--- src/rtl/gcd_disp_pkg.sv ---
// Shared types and constants for the gcd result display: FSM states,
// seven-segment glyphs (active-high form) and the double-dabble adjust step.
package gcd_disp_pkg;

    localparam int unsigned BCD_W = 8;
    localparam int unsigned NIB_W = 4;
    localparam int unsigned SEG_W = 8;
    localparam int unsigned CNT_W = 3;

    typedef enum logic [1:0] {
        IDLE,
        SHIFT,
        UPDATE
    } state_t;

    // Glyph bit order is {dp,g,f,e,d,c,b,a}; dp is never lit.
    localparam logic [SEG_W-1:0] SEG_0     = 8'h3F;
    localparam logic [SEG_W-1:0] SEG_1     = 8'h06;
    localparam logic [SEG_W-1:0] SEG_2     = 8'h5B;
    localparam logic [SEG_W-1:0] SEG_3     = 8'h4F;
    localparam logic [SEG_W-1:0] SEG_4     = 8'h66;
    localparam logic [SEG_W-1:0] SEG_5     = 8'h6D;
    localparam logic [SEG_W-1:0] SEG_6     = 8'h7D;
    localparam logic [SEG_W-1:0] SEG_7     = 8'h07;
    localparam logic [SEG_W-1:0] SEG_8     = 8'h7F;
    localparam logic [SEG_W-1:0] SEG_9     = 8'h6F;
    localparam logic [SEG_W-1:0] SEG_BLANK = 8'h00;

    function automatic logic [NIB_W-1:0] dd_adjust(input logic [NIB_W-1:0] nib);
        return (nib >= 4'd5) ? nib + 4'd3 : nib;
    endfunction

endpackage

--- src/rtl/seven_seg_encoder.sv ---
// Combinational BCD nibble to seven-segment glyph, with blanking and
// selectable output polarity.
module seven_seg_encoder
    import gcd_disp_pkg::*;
(
    input  logic [NIB_W-1:0] nibble,
    input  logic             blank,
    input  logic             active_low,
    output logic [SEG_W-1:0] seg_c
);

    logic [SEG_W-1:0] glyph;

    always_comb begin
        glyph = SEG_BLANK;
        if (!blank) begin
            case (nibble)
                4'd0:    glyph = SEG_0;
                4'd1:    glyph = SEG_1;
                4'd2:    glyph = SEG_2;
                4'd3:    glyph = SEG_3;
                4'd4:    glyph = SEG_4;
                4'd5:    glyph = SEG_5;
                4'd6:    glyph = SEG_6;
                4'd7:    glyph = SEG_7;
                4'd8:    glyph = SEG_8;
                4'd9:    glyph = SEG_9;
                default: glyph = SEG_BLANK;
            endcase
        end
        seg_c = active_low ? ~glyph : glyph;
    end

endmodule

--- src/rtl/gcd_result_display.sv ---
// Captures the gcd result on each rising done, converts it to BCD one bit per
// cycle (shift-and-add-3) and drives two registered seven-segment digits.
module gcd_result_display
    import gcd_disp_pkg::*;
#(
    parameter int unsigned WIDTH          = 5,
    parameter bit          SEG_ACTIVE_LOW = 1'b1,
    parameter bit          BLANK_LEAD     = 1'b0
) (
    input  logic             clk,
    input  logic             reset,
    input  logic             done,
    input  logic [WIDTH-1:0] result,
    output logic [SEG_W-1:0] disp0,
    output logic [SEG_W-1:0] disp1,
    output logic [BCD_W-1:0] bcd,
    output logic             busy,
    output logic             valid
);

    localparam int unsigned SR_W = BCD_W + WIDTH;
    localparam logic [SEG_W-1:0] RST_DISP0 = SEG_ACTIVE_LOW ? ~SEG_0 : SEG_0;
    localparam logic [SEG_W-1:0] RST_BLANK = SEG_ACTIVE_LOW ? ~SEG_BLANK : SEG_BLANK;
    localparam logic [SEG_W-1:0] RST_DISP1 = BLANK_LEAD ? RST_BLANK : RST_DISP0;
    localparam logic [CNT_W-1:0] LAST_ITER = CNT_W'(WIDTH - 1);

    state_t             state, state_n;
    logic [SR_W-1:0]    sr, sr_n;
    logic [CNT_W-1:0]   cnt, cnt_n;
    logic               pending, pending_n;
    logic [WIDTH-1:0]   pending_val, pending_val_n;
    logic               done_q;
    logic [BCD_W-1:0]   bcd_n;
    logic [SEG_W-1:0]   disp0_n, disp1_n;
    logic               busy_n, valid_n;

    logic               rise_c;
    logic [NIB_W-1:0]   tens_c, ones_c;
    logic [SR_W-1:0]    sr_adj_c, sr_shift_c;
    logic [SEG_W-1:0]   seg0_c, seg1_c;

    assign rise_c = done & ~done_q;
    assign tens_c = sr[SR_W-1 -: NIB_W];
    assign ones_c = sr[SR_W-1-NIB_W -: NIB_W];

    // One double-dabble iteration: adjust both BCD nibbles, then shift left.
    always_comb begin
        sr_adj_c                     = sr;
        sr_adj_c[WIDTH +: NIB_W]         = dd_adjust(sr[WIDTH +: NIB_W]);
        sr_adj_c[WIDTH+NIB_W +: NIB_W]   = dd_adjust(sr[WIDTH+NIB_W +: NIB_W]);
        sr_shift_c                   = sr_adj_c << 1;
    end

    seven_seg_encoder u_enc0 (
        .nibble     (ones_c),
        .blank      (1'b0),
        .active_low (SEG_ACTIVE_LOW),
        .seg_c      (seg0_c)
    );

    seven_seg_encoder u_enc1 (
        .nibble     (tens_c),
        .blank      (BLANK_LEAD && (tens_c == 4'd0)),
        .active_low (SEG_ACTIVE_LOW),
        .seg_c      (seg1_c)
    );

    always_comb begin
        state_n       = state;
        sr_n          = sr;
        cnt_n         = cnt;
        pending_n     = pending;
        pending_val_n = pending_val;
        bcd_n         = bcd;
        disp0_n       = disp0;
        disp1_n       = disp1;
        busy_n        = busy;
        valid_n       = done ? valid : 1'b0;

        case (state)
            IDLE: begin
                if (rise_c) begin
                    sr_n    = {{BCD_W{1'b0}}, result};
                    cnt_n   = '0;
                    busy_n  = 1'b1;
                    state_n = SHIFT;
                end
            end
            SHIFT: begin
                if (rise_c) begin
                    pending_n     = 1'b1;
                    pending_val_n = result;
                end
                sr_n = sr_shift_c;
                if (cnt == LAST_ITER) begin
                    state_n = UPDATE;
                end else begin
                    cnt_n = cnt + CNT_W'(1);
                end
            end
            UPDATE: begin
                bcd_n   = {tens_c, ones_c};
                disp0_n = seg0_c;
                disp1_n = seg1_c;
                valid_n = done;
                // A rise landing on this edge is newer than any queued value.
                if (pending || rise_c) begin
                    sr_n      = {{BCD_W{1'b0}}, (rise_c ? result : pending_val)};
                    cnt_n     = '0;
                    pending_n = 1'b0;
                    state_n   = SHIFT;
                end else begin
                    busy_n  = 1'b0;
                    state_n = IDLE;
                end
            end
            default: state_n = IDLE;
        endcase
    end

    always_ff @(posedge clk) begin
        if (reset) begin
            state       <= IDLE;
            sr          <= '0;
            cnt         <= '0;
            pending     <= 1'b0;
            pending_val <= '0;
            done_q      <= 1'b0;
            bcd         <= '0;
            disp0       <= RST_DISP0;
            disp1       <= RST_DISP1;
            busy        <= 1'b0;
            valid       <= 1'b0;
        end else begin
            state       <= state_n;
            sr          <= sr_n;
            cnt         <= cnt_n;
            pending     <= pending_n;
            pending_val <= pending_val_n;
            done_q      <= done;
            bcd         <= bcd_n;
            disp0       <= disp0_n;
            disp1       <= disp1_n;
            busy        <= busy_n;
            valid       <= valid_n;
        end
    end

endmodule
--- config.mk ---
export PLATFORM = sky130hd
export DESIGN_NAME = gcd_result_display
export DESIGN_NICKNAME = d
export VERILOG_FILES = /design/src/rtl/gcd_disp_pkg.sv /design/src/rtl/seven_seg_encoder.sv /design/src/rtl/gcd_result_display.sv
export SDC_FILE = /design/constraint.sdc
export NUM_CORES = 1
export LEC_CHECK = 0
export CAP_MARGIN = 20
export CORE_UTILIZATION = 41
export CTS_CLUSTER_DIAMETER = 200
export DETAILED_ROUTE_END_ITERATION = 6
export SLEW_MARGIN = 15
export SYNTH_ARGS = -nofsm -noshare
export SYNTH_HDL_FRONTEND = slang
export SYNTH_SLANG_ARGS = --single-unit
--- constraint.sdc ---
create_clock -name clk -period 3.3 [get_ports clk]
set_input_delay 0.66 -clock clk [delete_from_list [all_inputs] [get_ports clk]]
set_output_delay 0.66 -clock clk [all_outputs]
set_load 0.005 [all_outputs]
# After elaboration in Yosys (flattened, before gate mapping)
# Memory sizes are Yosys's and may differ from the RTL's. A register that Yosys moved wholly into a read port is not among the register bits.
# Cells that the tools add are included.
# op_classes
addsub	3
order_cmp	2
n_eq_ne	10
mux	25
n_bitwise	4
n_reduce_logical	10
# ops
op	n
13-bit one-hot mux with 3 select lines	1
13-bit two-way mux	2
4-bit two-way mux	5
8-bit inverter	2
3-bit two-way mux	4
2-bit != test, second input constant	6
3-bit one-hot mux with 3 select lines	1
3-bit AND reduction	3
4-bit by 3-bit >= comparator with 1-bit output, second input constant	2
1-bit two-way mux	6
2-bit one-hot mux with 3 select lines	1
5-bit two-way mux	1
4-bit by 2-bit adder with 4-bit output, second input constant	1
2-bit two-way mux	2
1-bit one-hot mux with 2 select lines	2
4-bit AND reduction	1
2-bit nonzero test	2
3-bit by 1-bit adder with 3-bit output, second input constant	1
3-bit by 2-bit adder with 3-bit output, second input constant	1
3-bit == test, second input constant	1
3-bit nonzero test	1
2-bit by 1-bit == test with 1-bit output, second input constant	1
2-bit == test, second input constant	1
2-bit zero test	1
other kinds (5)	5
# totals
reg_bits	51
romBits	224
input_bits	8
out_inout_bits	26
wordCells	67
n_memories	2
# mem_list
name	words	width	rd	rd_ports_with_merged_regs	wr	line	source
(no name shown)	16	7	1	1	0	seven_seg_encoder.sv:17	case (nibble)
(no name shown)	16	7	1	1	0	seven_seg_encoder.sv:17	

# Logic depth before layout (Yosys ltp)
# depth
ltp_word	7
mapped_depth	12
depth_no_buf	12

# By module
# Synthesis repeated with hierarchy kept, for this count alone.
# unflattened
cells_unflattened	355
area_unflattened_um2	3115.5
# by_module_without_submodules
module	instances	cells_per_inst	area_each_um2	seq_area_each_um2
gcd_result_display	1	259	2377.3	1021.0
seven_seg_encoder	2	48	369.1	0.0

# Least setup slack after synthesis
# Ideal clock, no wire load.
# synth_path
kind	input-to-reg
startpoint	in done
endpoint	reg u_enc0.glyph[3] (netlist name)
setup_time_ns	0.069
t_arrival_ns	2.526
required_time_ns	3.231
slack_ns	0.705
stages	10
n_path_buf	1
path_cell_list	nor3b_2 a21oi_1 buf_2 nand2_1 o31ai_1 nor2b_1 inv_1 ha_1 mux2_4 o21ai_1
# synth_between
elab_chain_len	6
elab_cells_between_ends	7
classes_between	eq/ne (2); mux (2); bitwise (1); reduce/logical (2)
# synth_rtl
element	line	source
from (decl)	gcd_result_display.sv:12	input logic done,
1-bit AND (*)	gcd_result_display.sv:42	assign rise_c = done & ~done_q;
1-bit logical OR	gcd_result_display.sv:107	if (pending || rise_c) begin
2-bit != test (no source line)	--	
3-bit AND reduction (no source line) (*)	--	
4-bit two-way mux (no source line) (*) (2 in a row)	--	
# Mark *: on every way between the ends. The rest lies on a longest branch, timed or not.
# A chain may end at the register's enable or synchronous reset.

# Worst setup path in the final report
# layout_path
startpoint	reg state[0]
endpoint	reg u_enc1.glyph[1] (netlist name)
# layout_between
elab_chain_len	5
elab_cells_between_ends	10
classes_between	eq/ne (4); mux (3); reduce/logical (3)
# layout_rtl
element	line	source
from (decl)	gcd_result_display.sv:27	state_t state, state_n;
from (signal assigned)	gcd_result_display.sv:135	state <= state_n;
2-bit == test, or another cell as far along	gcd_result_display.sv:80	case (state)
2-bit != test (no source line) or 3-bit nonzero test (tied branches)	--	
3-bit AND reduction (no source line)	--	
4-bit two-way mux (no source line) (*) (2 in a row)	--	
# Marked as above.

==> flow_summary.html <==
<table>
<tr><th>Metric</th><th>Value</th></tr>
<tr><th colspan="2">Run status</th></tr>
<tr><td>Run status</td><td>complete, no violations</td></tr>
<tr><th colspan="2">Placement</th></tr>
<tr><td>Placed inst area</td><td>3511 sq um</td></tr>
<tr><td>Count of input and output buffers</td><td>31</td></tr>
<tr><td># placed instances</td><td>about 480</td></tr>
<tr><td>Post-detail-place hpwl</td><td>4.354 mm</td></tr>
<tr><td>Final RePlAce weighted congestion</td><td>a little over 0.8</td></tr>
<tr><th colspan="2">Yosys</th></tr>
<tr><td>Post-synth EDFFs</td><td>0</td></tr>
<tr><td>Share of synthesized registers carrying an async set or reset</td><td>0</td></tr>
<tr><td>Mapped Area</td><td>3090 sq um</td></tr>
<tr><td>Yosys warning total</td><td>0</td></tr>
<tr><td>Share of the yosys chip area belonging to registers</td><td>0.4081</td></tr>
<tr><td>Post-synthesis sequential element count</td><td>63</td></tr>
<tr><td>Mean instance size in the synthesized netlist</td><td>8.730 sq um</td></tr>
<tr><td>Number of library cell types mapped by synthesis</td><td>53</td></tr>
<tr><td>Top FF cell, synth</td><td>sky130_fd_sc_hd__dfxtp_1</td></tr>
<tr><td>Syn Inst Count</td><td>354</td></tr>
<tr><th colspan="2">Power</th></tr>
<tr><td>Internal Power</td><td>between 1000 and 1500 uW</td></tr>
<tr><td>Worst-case vdd ir drop</td><td>around 0.21 mV</td></tr>
<tr><td>Total leakage power</td><td>roughly 0.0013 uW</td></tr>
<tr><td>Power per cell area</td><td>557.4 nW/um^2</td></tr>
<tr><td>Proportion of total power due to net switching</td><td>0.3388</td></tr>
<tr><td>Switching power summed over all nets</td><td>695.9 uW</td></tr>
<tr><td>Clock network fraction of design power</td><td>0.289</td></tr>
<tr><td>Part of the total power dissipated in sequential elements</td><td>0.435</td></tr>
<tr><td>Logic pwr share</td><td>0.276</td></tr>
<tr><th colspan="2">Global routing</th></tr>
<tr><td>Antenna violations before repair</td><td>0</td></tr>
<tr><td>Overall routing resource usage</td><td>0.1739</td></tr>
<tr><td>Number of global-route vias before repair</td><td>2216</td></tr>
<tr><td>Grt ovf</td><td>0</td></tr>
<tr><td>Wire length of the first global-routing pass</td><td>10.47 mm</td></tr>
<tr><td>Pin count of the biggest net entering global routing</td><td>47</td></tr>
<tr><th colspan="2">Finish</th></tr>
<tr><td>Non-filler instance count after layout</td><td>491</td></tr>
<tr><td>Fraction of layout cells with a size suffix above 1</td><td>0.1071</td></tr>
<tr><td>Layout overhead on the synthesized area</td><td>19.23%</td></tr>
<tr><td>Number of antenna diodes</td><td>0</td></tr>
<tr><td>Area occupied by multi-input gates</td><td>about 1700 sq um</td></tr>
<tr><td>Fillers</td><td>696</td></tr>
<tr><td>Sequential cell area</td><td>around 1300 sq um</td></tr>
<tr><td>Final-stage net count</td><td>~420</td></tr>
<tr><td>Final core utilization</td><td>0.5080</td></tr>
<tr><td>Final instance area</td><td>3685 sq um</td></tr>
<tr><th colspan="2">Critical path</th></tr>
<tr><td>Data required time of the critical path</td><td>3540 ps</td></tr>
<tr><td>Element type at the critical path start</td><td>flip-flop</td></tr>
<tr><td>Signal arrival time at the worst endpoint</td><td>2990 ps</td></tr>
<tr><td>Kind of end point of the critical path</td><td>flip-flop</td></tr>
<tr><td>Critical path class</td><td>reg -&gt; reg</td></tr>
<tr><td>Critical path fanouts, max</td><td>11</td></tr>
<tr><th colspan="2">Routing</th></tr>
<tr><td>Detailed-route vias per instance</td><td>about 5</td></tr>
<tr><td>Iter 0 DRT Violations</td><td>65</td></tr>
<tr><td>Number of nets with antenna violations after detailed routing</td><td>0</td></tr>
<tr><td>Average detailed-routed wire length per instance</td><td>12.84 um</td></tr>
<tr><td>Total wire length</td><td>approximately 6.3 mm</td></tr>
<tr><td>Via total after detailed routing</td><td>2460</td></tr>
<tr><td># DRC</td><td>0</td></tr>
<tr><td>Detailed-router iteration count before antenna repair</td><td>4</td></tr>
<tr><th colspan="2">Clock network</th></tr>
<tr><td>Root buffer cell</td><td>sky130_fd_sc_hd__clkbuf_8</td></tr>
<tr><td>Hold_buf cts</td><td>0</td></tr>
<tr><td># clock sinks</td><td>63</td></tr>
<tr><td>TritonCTS clock tree</td><td>yes</td></tr>
<tr><td>H-Tree Depth</td><td>3</td></tr>
<tr><td>Setup fix buffers added after clock tree synthesis</td><td>0</td></tr>
<tr><td>Quantity of gates resized following cts</td><td>0</td></tr>
<tr><td>CTS clock-pin slew for the worst setup and hold paths</td><td>80 ps</td></tr>
<tr><td>Total clock buffers created by CTS</td><td>9</td></tr>
<tr><td>Clk buf depth</td><td>2</td></tr>
<tr><td>Source-to-sink clock delay at the later pin of the worst-skew pair</td><td>about 350 ps</td></tr>
<tr><th colspan="2">STA</th></tr>
<tr><td>Maximum clock rate</td><td>~360 MHz</td></tr>
<tr><td>Endpoints failing setup</td><td>0</td></tr>
<tr><td>Unrepaired setup endpoints after global routing</td><td>no</td></tr>
<tr><td>Final count of hold timing violations</td><td>0</td></tr>
<tr><td>Worst-case clock skew</td><td>6.013 ps</td></tr>
<tr><td>Number of pins with negative max-slew slack in the final report</td><td>0</td></tr>
<tr><td>Worst relative slew slack</td><td>0.5763</td></tr>
<tr><td>Min Clock Period, post-route</td><td>2749 ps</td></tr>
<tr><td>Final Cycle Share</td><td>0.8329</td></tr>
<tr><td>TNS Setup</td><td>0 ps</td></tr>
<tr><td>Slew at the pin closest to its max-slew limit</td><td>635.5 ps</td></tr>
<tr><th colspan="2">Die</th></tr>
<tr><td>Initial core utilization</td><td>0.4261</td></tr>
<tr><td>Overall die height</td><td>around 89 um</td></tr>
<tr><td>Placeable core area</td><td>slightly above 7000 sq um</td></tr>
<tr><td># IOs</td><td>34</td></tr>
<tr><td>Area enclosed by the die boundary</td><td>7889 sq um</td></tr>
<tr><td>Number of cell rows</td><td>31</td></tr>
<tr><td>Horizontal die dimension</td><td>88.82 um</td></tr>
<tr><th colspan="2">Worst hold path</th></tr>
<tr><td>Tightest Hold Check Type</td><td>reg -&gt; reg</td></tr>
<tr><th colspan="2">Job</th></tr>
<tr><td>Maxcap violations</td><td>0</td></tr>
</table>
[worst max-delay path, stage by stage, from the launching register on]
cell and delay (ps):
sky130_fd_sc_hd__dfxtp_1 420, sky130_fd_sc_hd__inv_1 110, sky130_fd_sc_hd__ha_1 490, sky130_fd_sc_hd__and2_1 350, sky130_fd_sc_hd__nand2_2 100, sky130_fd_sc_hd__nor2_1 90, sky130_fd_sc_hd__a21oi_1 60, sky130_fd_sc_hd__or2_2 320
sky130_fd_sc_hd__ha_1 300, sky130_fd_sc_hd__inv_1 60, sky130_fd_sc_hd__a22oi_1 60, sky130_fd_sc_hd__or2_2 280
[through the flow]
step | total power [uW] | setup slack (ps) | hold WS, ps
floorplan | 1293 | 704.9 | 393.9
global placement | 1472 | 271.6 | 399.6
detailed placement | 1478 | 207.9 | 402.6
CTS | 2071 | 534.7 | 411.2
global route | 2192 | 346.7 | 421.7
finish | 2054 | 551.3 | 405.2
[cell usage in the layout, fill, tap and decap left out, types with 2 or more instances in the layout]
master	n
sky130_fd_sc_hd__or2_2	2
sky130_fd_sc_hd__nand2b_1	4
sky130_fd_sc_hd__clkdlybuf4s50_1	30
sky130_fd_sc_hd__clkinvlp_4	3
sky130_fd_sc_hd__a21oi_1	27
sky130_fd_sc_hd__inv_1	17
sky130_fd_sc_hd__nand2_1	25
sky130_fd_sc_hd__o21ai_1	5
sky130_fd_sc_hd__clkinv_2	2
sky130_fd_sc_hd__clkinv_4	2
sky130_fd_sc_hd__clkbuf_8	9
sky130_fd_sc_hd__a22o_1	5
sky130_fd_sc_hd__conb_1	2
sky130_fd_sc_hd__buf_4	11
sky130_fd_sc_hd__o21ai_0	10
sky130_fd_sc_hd__o21a_1	2
sky130_fd_sc_hd__dfxtp_1	63
sky130_fd_sc_hd__nor2b_1	6
sky130_fd_sc_hd__nor2_1	51
sky130_fd_sc_hd__mux2_4	2
sky130_fd_sc_hd__nor3_1	10
sky130_fd_sc_hd__ha_1	23
sky130_fd_sc_hd__nand3_1	8
sky130_fd_sc_hd__mux2i_1	8
sky130_fd_sc_hd__a311oi_1	2
sky130_fd_sc_hd__o21bai_1	2
sky130_fd_sc_hd__a211oi_1	18
sky130_fd_sc_hd__o31ai_1	4
sky130_fd_sc_hd__a22oi_1	5
sky130_fd_sc_hd__a221o_1	3
sky130_fd_sc_hd__a21o_1	2
sky130_fd_sc_hd__and2_1	4
sky130_fd_sc_hd__xnor2_1	2
[sequential cells by signal (all words and copies together) (netlist names)]
register and flops:
pending_val 5, u_enc0.glyph 7, cnt 3, pending 1, u_enc1.glyph 7, bcd 8
done_q 1, disp0 7, valid 1, disp1 7, sr 13, state 2
busy 1
[cells by family (layout without fill, tap and decap cells)]
| group | Yosys count | after routing | synth area share |
|---|---|---|---|
| compound gates | 96 | 96 | 0.2219 |
| mux | 11 | 11 | 0.03927 |
| other cells | 1 | 2 | 0.001213 |
| flops | 63 | 63 | 0.4081 |
| xor+xnor | 2 | 2 | 0.005669 |
| simple gates | 118 | 118 | 0.1733 |
| fa+ha+maj | 24 | 24 | 0.09717 |
| buf+inv | 39 | 76 | 0.05344 |
[synthesized netlist by cell type, types with 3 or more instances]
library cell	count	area [sq um]
sky130_fd_sc_hd__a211oi_1	18	135.1
sky130_fd_sc_hd__a21oi_1	27	135.1
sky130_fd_sc_hd__a221o_1	3	30.03
sky130_fd_sc_hd__a22o_1	5	43.79
sky130_fd_sc_hd__a22oi_1	5	37.54
sky130_fd_sc_hd__and2_1	4	25.02
sky130_fd_sc_hd__buf_1	4	15.01
sky130_fd_sc_hd__buf_2	3	15.01
sky130_fd_sc_hd__clkbuf_1	11	41.29
sky130_fd_sc_hd__dfxtp_1	63	1261
sky130_fd_sc_hd__ha_1	24	300.3
sky130_fd_sc_hd__inv_1	17	63.81
sky130_fd_sc_hd__mux2i_1	8	80.08
sky130_fd_sc_hd__nand2_1	25	93.84
sky130_fd_sc_hd__nand2b_1	4	25.02
sky130_fd_sc_hd__nand3_1	8	40.04
sky130_fd_sc_hd__nor2_1	51	191.4
sky130_fd_sc_hd__nor2b_1	6	37.54
sky130_fd_sc_hd__nor3_1	10	50.05
sky130_fd_sc_hd__o21ai_0	10	50.05
sky130_fd_sc_hd__o21ai_1	5	25.02
sky130_fd_sc_hd__o31ai_1	4	30.03
[worst paths after layout]
path | from | to | slack [ps] | depth (start not counted)
setup reg to reg | state[0] | u_enc1.glyph[1] | 550 | 11
hold reg to reg | u_enc1.glyph[5] | disp1[5] | 410 | 1
setup / recovery | state[0] | u_enc1.glyph[1] | 550 | 11
hold / removal | u_enc1.glyph[5] | disp1[5] | 410 | 1
[final cells by class]
class / count / share of cell area
multi-input cells: 253 / 0.4533
repair buffers: 42 / 0.1053
inverters: 18 / 0.01834
well taps: 99 / 0.03362
clock buffers: 9 / 0.03362
flip-flops and latches: 63 / 0.3423
clock inverters: 7 / 0.01358
[power by group through the flow]
stage / Sequential, uW / Clock, uW / Combinational [uW]
after global routing: 904 / 649 / 638
after global placement: 908 / 0 / 564
after detailed placement: 909 / 0 / 568
after CTS: 893 / 607 / 571
final: 893 / 594 / 567
after floorplan: 904 / 0 / 388
[routing by layer]
layer,vias to the layer above,routed length (um),track usage,part of all wire
met3,5,218,0.05131,0.035
met4,0,72,0.07185,0.011
met2,33,2737,0.2545,0.43
met1,1129,3274,0.2383,0.52
met5,-,0,0,0
li1,1293,-,-,-
No activity file was read; power rests on OpenSTA's default activity.
